$ cat src/rtl/trap_ctrl_pkg.sv
// Shared constants and types for the trap/CSR-access sequencer.
// Addresses are the machine-mode CSRs this block touches or is tested against.
package trap_ctrl_pkg;

  localparam int CPU_WIDTH = 32;
  localparam int CSR_AW    = 12;

  localparam logic [CSR_AW-1:0] CSR_MSTATUS = 12'h300;
  localparam logic [CSR_AW-1:0] CSR_MTVEC   = 12'h305;
  localparam logic [CSR_AW-1:0] CSR_MEPC    = 12'h341;
  localparam logic [CSR_AW-1:0] CSR_MCAUSE  = 12'h342;

  typedef enum logic [1:0] {
    CSR_OP_RW  = 2'b00,
    CSR_OP_RS  = 2'b01,
    CSR_OP_RC  = 2'b10,
    CSR_OP_RSV = 2'b11
  } csr_op_e;

  typedef enum logic [2:0] {
    ST_IDLE     = 3'd0,
    ST_CSR_RD   = 3'd1,
    ST_CSR_WB   = 3'd2,
    ST_TRAP     = 3'd3,
    ST_REDIRECT = 3'd4
  } state_e;

endpackage

$ cat src/rtl/trap_ctrl_if.sv
// Bundle between decode/CSR file (master side) and the trap sequencer (slave side).
interface trap_ctrl_if #(
  parameter int CPU_WIDTH = trap_ctrl_pkg::CPU_WIDTH,
  parameter int CSR_AW    = trap_ctrl_pkg::CSR_AW
);

  logic                 inst_valid;
  logic                 is_ecall;
  logic                 is_mret;
  logic                 is_csr;
  logic [1:0]           csr_op;
  logic                 rs1_zero;
  logic [CSR_AW-1:0]    csr_addr;
  logic [CPU_WIDTH-1:0] rs1_data;
  logic [CPU_WIDTH-1:0] pc;
  logic [7:0]           a7;
  logic [CPU_WIDTH-1:0] mtvec;
  logic [CPU_WIDTH-1:0] mepc;
  logic [CPU_WIDTH-1:0] csr_rdata;

  logic [CSR_AW-1:0]    csr_raddr;
  logic                 csr_wen;
  logic [CSR_AW-1:0]    csr_waddr;
  logic [CPU_WIDTH-1:0] csr_wdata;
  logic                 ecall_en;
  logic [7:0]           ecall_no;
  logic                 rd_wen;
  logic [CPU_WIDTH-1:0] rd_wdata;
  logic                 stall;
  logic                 redirect_valid;
  logic [CPU_WIDTH-1:0] redirect_pc;

  modport master (
    output inst_valid, is_ecall, is_mret, is_csr, csr_op, rs1_zero, csr_addr,
           rs1_data, pc, a7, mtvec, mepc, csr_rdata,
    input  csr_raddr, csr_wen, csr_waddr, csr_wdata, ecall_en, ecall_no,
           rd_wen, rd_wdata, stall, redirect_valid, redirect_pc
  );

  modport slave (
    input  inst_valid, is_ecall, is_mret, is_csr, csr_op, rs1_zero, csr_addr,
           rs1_data, pc, a7, mtvec, mepc, csr_rdata,
    output csr_raddr, csr_wen, csr_waddr, csr_wdata, ecall_en, ecall_no,
           rd_wen, rd_wdata, stall, redirect_valid, redirect_pc
  );

endinterface

$ cat src/rtl/trap_ctrl_csr_alu.sv
// Read-modify-write value for csrrw/csrrs/csrrc; the reserved op behaves as rw.
module trap_ctrl_csr_alu
  import trap_ctrl_pkg::*;
#(
  parameter int WIDTH = trap_ctrl_pkg::CPU_WIDTH
) (
  input  logic [WIDTH-1:0] old_val,
  input  logic [WIDTH-1:0] rs1,
  input  csr_op_e          op,
  output logic [WIDTH-1:0] new_val
);

  always_comb begin
    new_val = rs1;
    case (op)
      CSR_OP_RS: new_val = old_val | rs1;
      CSR_OP_RC: new_val = old_val & ~rs1;
      default:   new_val = rs1;
    endcase
  end

endmodule

$ cat src/rtl/trap_ctrl.sv
// Trap and CSR-access sequencer: stalls fetch, drives the CSR file ports and
// issues a one-cycle redirect to mtvec (ecall) or mepc (mret).
//
//   state       | meaning
//   ST_IDLE     | waiting for ecall/mret/csr from decode
//   ST_CSR_RD   | CSR read address driven, old value captured
//   ST_CSR_WB   | old value to rd, new value to CSR file
//   ST_TRAP     | ecall_en strobe with latched pc/a7, mtvec captured
//   ST_REDIRECT | redirect strobe to latched target
module trap_ctrl #(
  parameter int CPU_WIDTH = trap_ctrl_pkg::CPU_WIDTH,
  parameter int CSR_AW    = trap_ctrl_pkg::CSR_AW
) (
  input  logic       clk,
  input  logic       rst_n,
  trap_ctrl_if.slave bus
);

  import trap_ctrl_pkg::*;

  state_e               state;
  logic [CPU_WIDTH-1:0] pc_q;
  logic [CPU_WIDTH-1:0] rs1_q;
  logic [CPU_WIDTH-1:0] old_q;
  logic [CPU_WIDTH-1:0] target_q;
  logic [7:0]           a7_q;
  logic [CSR_AW-1:0]    addr_q;
  csr_op_e              op_q;
  logic                 rs1_zero_q;

  logic                 accept;
  logic [CPU_WIDTH-1:0] alu_new;

  assign accept = (state == ST_IDLE) && bus.inst_valid &&
                  (bus.is_ecall || bus.is_mret || bus.is_csr);

  trap_ctrl_csr_alu #(.WIDTH(CPU_WIDTH)) u_csr_alu (
    .old_val (old_q),
    .rs1     (rs1_q),
    .op      (op_q),
    .new_val (alu_new)
  );

  always_ff @(posedge clk) begin
    if (!rst_n) begin
      state      <= ST_IDLE;
      pc_q       <= '0;
      rs1_q      <= '0;
      old_q      <= '0;
      target_q   <= '0;
      a7_q       <= '0;
      addr_q     <= '0;
      op_q       <= CSR_OP_RW;
      rs1_zero_q <= 1'b0;
    end else begin
      case (state)
        ST_IDLE: begin
          if (accept) begin
            pc_q       <= bus.pc;
            a7_q       <= bus.a7;
            addr_q     <= bus.csr_addr;
            op_q       <= csr_op_e'(bus.csr_op);
            rs1_q      <= bus.rs1_data;
            rs1_zero_q <= bus.rs1_zero;
            if (bus.is_ecall) begin
              state <= ST_TRAP;
            end else if (bus.is_mret) begin
              target_q <= bus.mepc;
              state    <= ST_REDIRECT;
            end else begin
              state <= ST_CSR_RD;
            end
          end
        end
        ST_TRAP: begin
          // The trap write only touches mepc/mcause, so mtvec is stable here.
          target_q <= bus.mtvec;
          state    <= ST_REDIRECT;
        end
        ST_REDIRECT: state <= ST_IDLE;
        ST_CSR_RD: begin
          old_q <= bus.csr_rdata;
          state <= ST_CSR_WB;
        end
        ST_CSR_WB: state <= ST_IDLE;
        default:   state <= ST_IDLE;
      endcase
    end
  end

  logic [CSR_AW-1:0]    raddr_d;
  logic                 csr_wen_d;
  logic [CSR_AW-1:0]    waddr_d;
  logic [CPU_WIDTH-1:0] wdata_d;
  logic                 ecall_en_d;
  logic [7:0]           ecall_no_d;
  logic                 rd_wen_d;
  logic [CPU_WIDTH-1:0] rd_wdata_d;
  logic                 redir_d;
  logic [CPU_WIDTH-1:0] redir_pc_d;

  // Strobes carry rst_n so a sequence caught by reset leaves no side effects.
  always_comb begin
    raddr_d    = '0;
    csr_wen_d  = 1'b0;
    waddr_d    = '0;
    wdata_d    = '0;
    ecall_en_d = 1'b0;
    ecall_no_d = '0;
    rd_wen_d   = 1'b0;
    rd_wdata_d = '0;
    redir_d    = 1'b0;
    redir_pc_d = '0;
    case (state)
      ST_TRAP: begin
        ecall_en_d = rst_n;
        wdata_d    = pc_q;
        ecall_no_d = a7_q;
      end
      ST_REDIRECT: begin
        redir_d    = rst_n;
        redir_pc_d = target_q;
      end
      ST_CSR_RD: raddr_d = addr_q;
      ST_CSR_WB: begin
        rd_wen_d   = rst_n;
        rd_wdata_d = old_q;
        waddr_d    = addr_q;
        wdata_d    = alu_new;
        csr_wen_d  = rst_n &&
                     !(((op_q == CSR_OP_RS) || (op_q == CSR_OP_RC)) && rs1_zero_q);
      end
      default: ;
    endcase
  end

  assign bus.csr_raddr      = raddr_d;
  assign bus.csr_wen        = csr_wen_d;
  assign bus.csr_waddr      = waddr_d;
  assign bus.csr_wdata      = wdata_d;
  assign bus.ecall_en       = ecall_en_d;
  assign bus.ecall_no       = ecall_no_d;
  assign bus.rd_wen         = rd_wen_d;
  assign bus.rd_wdata       = rd_wdata_d;
  assign bus.stall          = (state != ST_IDLE) || accept;
  assign bus.redirect_valid = redir_d;
  assign bus.redirect_pc    = redir_pc_d;

endmodule

$ cat src/flat_wrapper.sv
// flat-port wrapper written by rule: the top's interface ports become plain ports
module trap_ctrl_flat import trap_ctrl_pkg::*;
#(
  parameter int CPU_WIDTH = trap_ctrl_pkg::CPU_WIDTH,
  parameter int CSR_AW    = trap_ctrl_pkg::CSR_AW
)
  (clk, rst_n, bus_inst_valid, bus_is_ecall, bus_is_mret, bus_is_csr, bus_csr_op, bus_rs1_zero, bus_csr_addr, bus_rs1_data, bus_pc, bus_a7, bus_mtvec, bus_mepc, bus_csr_rdata, bus_csr_raddr, bus_csr_wen, bus_csr_waddr, bus_csr_wdata, bus_ecall_en, bus_ecall_no, bus_rd_wen, bus_rd_wdata, bus_stall, bus_redirect_valid, bus_redirect_pc);
  trap_ctrl_if #(.CPU_WIDTH(CPU_WIDTH), .CSR_AW(CSR_AW)) bus_i ();
  input  logic clk;
  input  logic rst_n;
  input wire logic [$bits(bus_i.inst_valid)-1:0] bus_inst_valid;
  input wire logic [$bits(bus_i.is_ecall)-1:0] bus_is_ecall;
  input wire logic [$bits(bus_i.is_mret)-1:0] bus_is_mret;
  input wire logic [$bits(bus_i.is_csr)-1:0] bus_is_csr;
  input wire logic [$bits(bus_i.csr_op)-1:0] bus_csr_op;
  input wire logic [$bits(bus_i.rs1_zero)-1:0] bus_rs1_zero;
  input wire logic [$bits(bus_i.csr_addr)-1:0] bus_csr_addr;
  input wire logic [$bits(bus_i.rs1_data)-1:0] bus_rs1_data;
  input wire logic [$bits(bus_i.pc)-1:0] bus_pc;
  input wire logic [$bits(bus_i.a7)-1:0] bus_a7;
  input wire logic [$bits(bus_i.mtvec)-1:0] bus_mtvec;
  input wire logic [$bits(bus_i.mepc)-1:0] bus_mepc;
  input wire logic [$bits(bus_i.csr_rdata)-1:0] bus_csr_rdata;
  output wire logic [$bits(bus_i.csr_raddr)-1:0] bus_csr_raddr;
  output wire logic [$bits(bus_i.csr_wen)-1:0] bus_csr_wen;
  output wire logic [$bits(bus_i.csr_waddr)-1:0] bus_csr_waddr;
  output wire logic [$bits(bus_i.csr_wdata)-1:0] bus_csr_wdata;
  output wire logic [$bits(bus_i.ecall_en)-1:0] bus_ecall_en;
  output wire logic [$bits(bus_i.ecall_no)-1:0] bus_ecall_no;
  output wire logic [$bits(bus_i.rd_wen)-1:0] bus_rd_wen;
  output wire logic [$bits(bus_i.rd_wdata)-1:0] bus_rd_wdata;
  output wire logic [$bits(bus_i.stall)-1:0] bus_stall;
  output wire logic [$bits(bus_i.redirect_valid)-1:0] bus_redirect_valid;
  output wire logic [$bits(bus_i.redirect_pc)-1:0] bus_redirect_pc;
  assign bus_i.inst_valid = bus_inst_valid;
  assign bus_i.is_ecall = bus_is_ecall;
  assign bus_i.is_mret = bus_is_mret;
  assign bus_i.is_csr = bus_is_csr;
  assign bus_i.csr_op = bus_csr_op;
  assign bus_i.rs1_zero = bus_rs1_zero;
  assign bus_i.csr_addr = bus_csr_addr;
  assign bus_i.rs1_data = bus_rs1_data;
  assign bus_i.pc = bus_pc;
  assign bus_i.a7 = bus_a7;
  assign bus_i.mtvec = bus_mtvec;
  assign bus_i.mepc = bus_mepc;
  assign bus_i.csr_rdata = bus_csr_rdata;
  assign bus_csr_raddr = bus_i.csr_raddr;
  assign bus_csr_wen = bus_i.csr_wen;
  assign bus_csr_waddr = bus_i.csr_waddr;
  assign bus_csr_wdata = bus_i.csr_wdata;
  assign bus_ecall_en = bus_i.ecall_en;
  assign bus_ecall_no = bus_i.ecall_no;
  assign bus_rd_wen = bus_i.rd_wen;
  assign bus_rd_wdata = bus_i.rd_wdata;
  assign bus_stall = bus_i.stall;
  assign bus_redirect_valid = bus_i.redirect_valid;
  assign bus_redirect_pc = bus_i.redirect_pc;
  trap_ctrl #(.CPU_WIDTH(CPU_WIDTH), .CSR_AW(CSR_AW)) u_core (.clk(clk), .rst_n(rst_n), .bus(bus_i));
endmodule
$ cat config.mk
export PLATFORM = sky130hd
export DESIGN_NAME = trap_ctrl_flat
export DESIGN_NICKNAME = d
export VERILOG_FILES = /design/src/rtl/trap_ctrl_pkg.sv /design/src/rtl/trap_ctrl_if.sv /design/src/rtl/trap_ctrl_csr_alu.sv /design/src/rtl/trap_ctrl.sv /design/src/flat_wrapper.sv
export SDC_FILE = /design/constraint.sdc
export NUM_CORES = 1
export LEC_CHECK = 0
export CAP_MARGIN = 20
export CORE_ASPECT_RATIO = 0.8
export CORE_UTILIZATION = 43
export CTS_BUF_LIST = sky130_fd_sc_hd__clkbuf_16
export DETAILED_ROUTE_END_ITERATION = 8
export HOLD_SLACK_MARGIN = 0.08
export PLACE_DENSITY = 0.81
export SLEW_MARGIN = 20
export SYNTH_ARGS = -nofsm -noshare
export SYNTH_HDL_FRONTEND = slang
export SYNTH_SLANG_ARGS = --single-unit
$ cat constraint.sdc
create_clock -name clk -period 2.2 [get_ports clk]
set_input_delay 0.33 -clock clk [delete_from_list [all_inputs] [get_ports clk]]
set_output_delay 0.33 -clock clk [all_outputs]
set_load 0.01 [all_outputs]
-- Word level (Yosys, flattened, before mapping)
Index checks and enable logic that the tools add are counted.
- equality and inequality tests: 9
- muxes and demuxes: 19
- bitwise gates (word level): 3
- reduce and logical (&&, ||, !) cells: 14
- operators with widths (operator ; number):
    32-bit one-hot mux with 2 select lines ; 3
    32-bit 2-to-1 mux ; 5
    32-bit bitwise AND ; 1
    32-bit NOT ; 1
    32-bit bitwise OR ; 1
    12-bit 2-to-1 mux ; 2
    3-bit 2-to-1 mux ; 3
    3-bit one-hot mux with 3 select lines ; 1
    8-bit 2-to-1 mux ; 1
    3-bit by 2-bit == test with 1-bit output (second input constant) ; 2
    1-bit logical AND ; 4
    1-bit logical OR ; 4
    1-bit 2-to-1 mux ; 4
    2-bit inequality test (second input constant) ; 2
    4-bit AND reduction ; 1
    3-bit by 1-bit == test with 1-bit output (second input constant) ; 1
    3-bit == test (second input constant) ; 1
    3-bit zero test ; 1
    3-bit nonzero test ; 1
    2-bit by 1-bit == test with 1-bit output (second input constant) ; 1
    2-bit == test (second input constant) ; 1
    2-bit by 1-bit inequality test with 1-bit output (second input constant) ; 1
    2-bit AND reduction ; 1
    2-bit nonzero test ; 1
    1-bit zero test ; 1
- register bits after elaboration: 154
- bits of input ports: 189
- output and inout port bits: 133
- logic and storage cells: 54

-- Logic depth before layout (Yosys ltp)
- depth after elaboration: 6
- mapped depth: 8
- gate-level depth less buffers: 6

-- Modules after synthesis
From an unflattened synthesis, not the netlist that was laid out.
- cells, all modules: 942
- area total of the unflattened synthesis: 7927.6 sq um
- modules (own cells, without submodules) (module ; instances ; cells each ; area an instance (sq um) ; sequential area each (sq um)):
    trap_ctrl ; 1 ; 832 ; 7040.5 ; 3083.0
    trap_ctrl_csr_alu ; 1 ; 110 ; 887.1 ; 0.0

-- Least setup slack after synthesis
Ideal clock, no wire load.
- path type: register -> output
- start: register u_core.state[2]
- end: output bus_csr_wdata[10]
- arrival time: 1.691 ns
- data required time: 1.870 ns
- path slack: 0.179 ns
- stages on the path, launching flop included: 6
- buffers on the path: 3
- path through: dfxtp_1 clkbuf_1 nor3b_1 clkbuf_1 buf_1 a22o_1
- longest elaborated chain between the ends: 2
- elaborated cells between the ends (all ways): 3
- classes of those cells: 2 x eq/ne; 1 x mux
- RTL lines (item ; RTL line ; RTL):
    start: declaration ; trap_ctrl.sv:21 ; state_e state;
    start signal: assignment ; trap_ctrl.sv:46 ; state <= ST_IDLE;
    start signal: assignment ; trap_ctrl.sv:66 ; state <= ST_TRAP;
    start signal: assignment ; trap_ctrl.sv:69 ; state <= ST_REDIRECT;
    3-bit by 2-bit == test with 1-bit output ; trap_ctrl.sv:114 ; case (state)
    32-bit one-hot mux with 2 select lines * ; trap_ctrl.sv:114 ;
    end: declaration ; flat_wrapper.sv:27 ; output wire logic [$bits(bus_i.csr_wdata)-1:0] bus_csr_wdata;
Mark *: on every way between the ends. The rest lies on a longest branch, timed or not.

-- Worst setup path in the final report
- start: register u_core.op_q[1]
- end: output bus_csr_wdata[6]
- longest elaborated chain between the ends: 3
- elaborated cells between the ends (all ways): 4
- classes of those cells: 2 x eq/ne; 2 x mux
- RTL lines (item ; RTL line ; RTL):
    start: declaration ; trap_ctrl.sv:28 ; csr_op_e op_q;
    start signal: assignment ; trap_ctrl.sv:62 ; op_q <= csr_op_e'(bus.csr_op);
    2-bit == test / 2-bit by 1-bit == test with 1-bit output (equally long branches) ; trap_ctrl_csr_alu.sv:15 ; case (op)
    32-bit one-hot mux with 2 select lines * ; trap_ctrl_csr_alu.sv:15 ;
    32-bit one-hot mux with 2 select lines * ; trap_ctrl.sv:114 ;
Marked as above.

==> summary.md <==
| Metric | Value |
|---|---|
| Max Buffers Root-to-Sink | 2 |
| CP arrival | 1.94 ns |
| CTS Root Cell | clkbuf_16 |
| Grt ovf | 0 |
| Largest stage delay, worst path | 0.35 ns |
| Die area | 18300 µm² |
| Yosys warns | 0 |
| Worst slew margin | 0.396 |
| Inst Count DP | approximately 1400 |
| Total CTS buffers | 17 |
| Synth top area share | 0.403 |
| Post-synthesis sequential area ratio | 0.403 |
| Final WL | 26700 µm |
| CP Class | register to output port |
| Residual DRC | 0 |
| Pleak | 5.50 nW |
| Largest net degree at the start of global routing | 86 |
| Core area | 17400 µm² |
| Final period util | 1.03 |
| CP startpoint kind | register |
| Peak VDD IR | 0.540 mV |
| Unrepaired setup endpoints after global routing | yes |
| Io pins | 322 |
| Crit path max fanout | 6 |
| Gpl congestion | 0.801 |
| Initial antenna violation count | 0 |
| Failing checks | setup timing |
| Fin crit period | 2.27 ns |
| Cells along the critical path | ha_4 > buf_6 > nor2_4 > buf_6 > buf_8 > a21oi_1 > a22o_1 > buf_2 |
| Mapped Area | 7640 µm² |
| Synth cell count leaders | nand2_1, dfxtp_1, a21boi_0, and2_1, a21oi_1 |
| Number of synthesized flops with an enable pin | 0 |
| Clk pin slew, worst setup/hold paths | 0.06 ns |
| Synth top area cells | dfxtp_1, nand2_1, a21boi_0 |
| CP max stage cell | dfxtp_4 |
| CTS tree | done |
| Yosys top cell by area | dfxtp_1 |
| Vias | 7923 |
| Starting DRT DRC Count | 485 |
| Share of cells above drive strength 1 | 0.152 |
| Antenna-violating nets left | 0 |
| Row Count | 43 |
| Top_reg_cell synth | dfxtp_1 |
| Port bufs | ~320 |
| Routed len/inst | about 18 µm |
| Worst setup margin | -0.0698 ns |
| Area added between synthesis and finish | 58.1% |
| Crit path capture type | output port |
| Max-cap viol count | 0 |
| Pwr Total | 7.34 mW |
| DR pass1 iterations | 5 |
| Most frequent cell after synthesis | nand2_1 |
| Vias per cell | between 5 and 6 |
| Hold_buf cts | 0 |
| Mapped Avg Cell Area | 8.07 µm² |
| HP Class | input port to register |
| Total Nets Final | roughly 1500 |
| Final-report setup violation count | 20 |
| # diodes | 0 |
| Slew @ Worst Pin | 0.906 ns |
| First-pass GRT wire length | 40800 µm |
| Post-synth net total | 1138 |
| Worst skew pair latency | 0.42 ns |
| Die Height | 121 µm |
| Number of global-route vias before repair | 7535 |
| Hpwl dp | 17400 µm |
| Final Non-Filler Cells | 1504 |
| Status | finished, violations left |
| Total track usage | 0.291 |
| Req. time, crit path | 1.87 ns |
| Power density cells | 607 nW/µm² |
| Most frequent CP cell | buf_6 |
| Maximum clock rate | roughly 0.44 GHz |
| Count of pins over their slew limit | 0 |
| Post-Route Skew | 0.00724 ns |
| Die width | approximately 150 µm |
| Sink Count | 154 |
| Async SR Flop Fraction | 0 |
| H-tree Lvls | 4 |
| Number of synthesized register bits | 154 |
| Final Cell Area | 12100 µm² |
| Final hold viol count | 0 |
| Initial core utilization | 0.440 |
| Post-synth cell types | 29 |
| Mapped Cells | roughly 950 |
| Placed inst area | 11200 µm² |
[final cells by class]
cell class	count	area [µm²]
multi-input cells	704	4350
inverters	4	15.0
well taps	225	282
clock buffers	17	425
flip-flops and latches	154	3090
repair buffers	386	3800
clock inverters	14	124
fillers	1452	5300
[layout by cell type, fill, tap and decap left out, types with 4 or more instances in the layout]
cell type,Yosys,layout
a21boi_0,98,98
a21boi_1,22,22
a21oi_1,65,37
a21oi_2,0,26
a22o_1,32,32
and2_1,66,66
and3_1,33,33
buf_12,0,11
buf_2,8,23
buf_4,1,27
buf_6,7,27
bufbuf_16,0,5
clkbuf_16,0,17
clkbuf_2,0,22
clkdlybuf4s50_1,0,187
clkinvlp_4,0,4
dfxtp_1,154,150
dlygate4sd2_1,0,73
dlymetal6s2s_1,0,5
mux2i_1,32,32
nand2_1,272,272
nand2b_1,34,33
o211a_1,32,32
[cell families (layout without fill, tap and decap cells)]
family,count (synthesis),after routing,synth area share
simple gates,417,417,0.254
mux,32,32,0.0419
fa+ha+maj,2,2,0.00327
buf+inv,89,421,0.0524
flops,154,154,0.403
compound gates,253,253,0.245
[state kept, by name (all words and copies together), names as in the netlist]
| name | cells |
|---|---|
| u_core.old_q | 32 |
| u_core.op_q | 2 |
| u_core.pc_q | 32 |
| u_core.target_q | 32 |
| u_core.a7_q | 8 |
| u_core.rs1_q | 32 |
| u_core.addr_q | 12 |
| u_core.state | 3 |
| u_core.rs1_zero_q | 1 |
[power breakdown]
group / switching (mW) / total [mW] / internal, mW
Combinational: 0.680 / 1.48 / 0.804
Sequential: 0.121 / 3.09 / 2.97
Clock: 1.21 / 2.76 / 1.55
Total: 2.01 / 7.34 / 5.33
[worst paths after layout]
kind,to,depth (start not counted),start,slack [ns]
max reg2reg,u_core.target_q[1],6,u_core.state[0],0.20
min reg2reg,u_core.a7_q[2],2,u_core.a7_q[2],0.46
max,bus_csr_wdata[6],8,u_core.op_q[1],-0.07
min,u_core.rs1_q[12],3,bus_rs1_data[12],0.45
[per-layer routing]
layer,share of wire,vias up,track usage
met4,0.021,0,0.104
met3,0.081,40,0.0695
met5,0,-,0
met2,0.47,318,0.468
li1,-,3830,-
met1,0.42,3735,0.379
[stage by stage]
stage          worst slack [ns]  TNS [ns]  hold slack (ns)  utilization
2_1_floorplan             0.179         0            0.439            -
3_3_place_gp            -0.0968    -0.744            0.449        0.645
3_5_place_dp             -0.154     -4.15            0.455        0.645
4_1_cts                  -0.125     -1.83            0.436        0.695
5_1_grt                  -0.143     -2.68            0.440        0.695
6_report                -0.0698    -0.561            0.450        0.695
[worst max-delay path: cells and delay by family (launching register included)]
| kind | cells | cell delay (ns) |
|---|---|---|
| compound gates | 2 | 0.27 |
| fa+ha+maj | 1 | 0.24 |
| flops | 1 | 0.35 |
| buf+inv | 4 | 0.53 |
| simple gates | 1 | 0.12 |
[timing repair]
action | CTS | global route
cloned | 11 | 0
resized for setup | 295 | 65
pin swaps | 7 | 6
setup buffers | 14 | 3
setup endpoints to repair | 132 | 63
No activity file was read; power rests on OpenSTA's default activity.
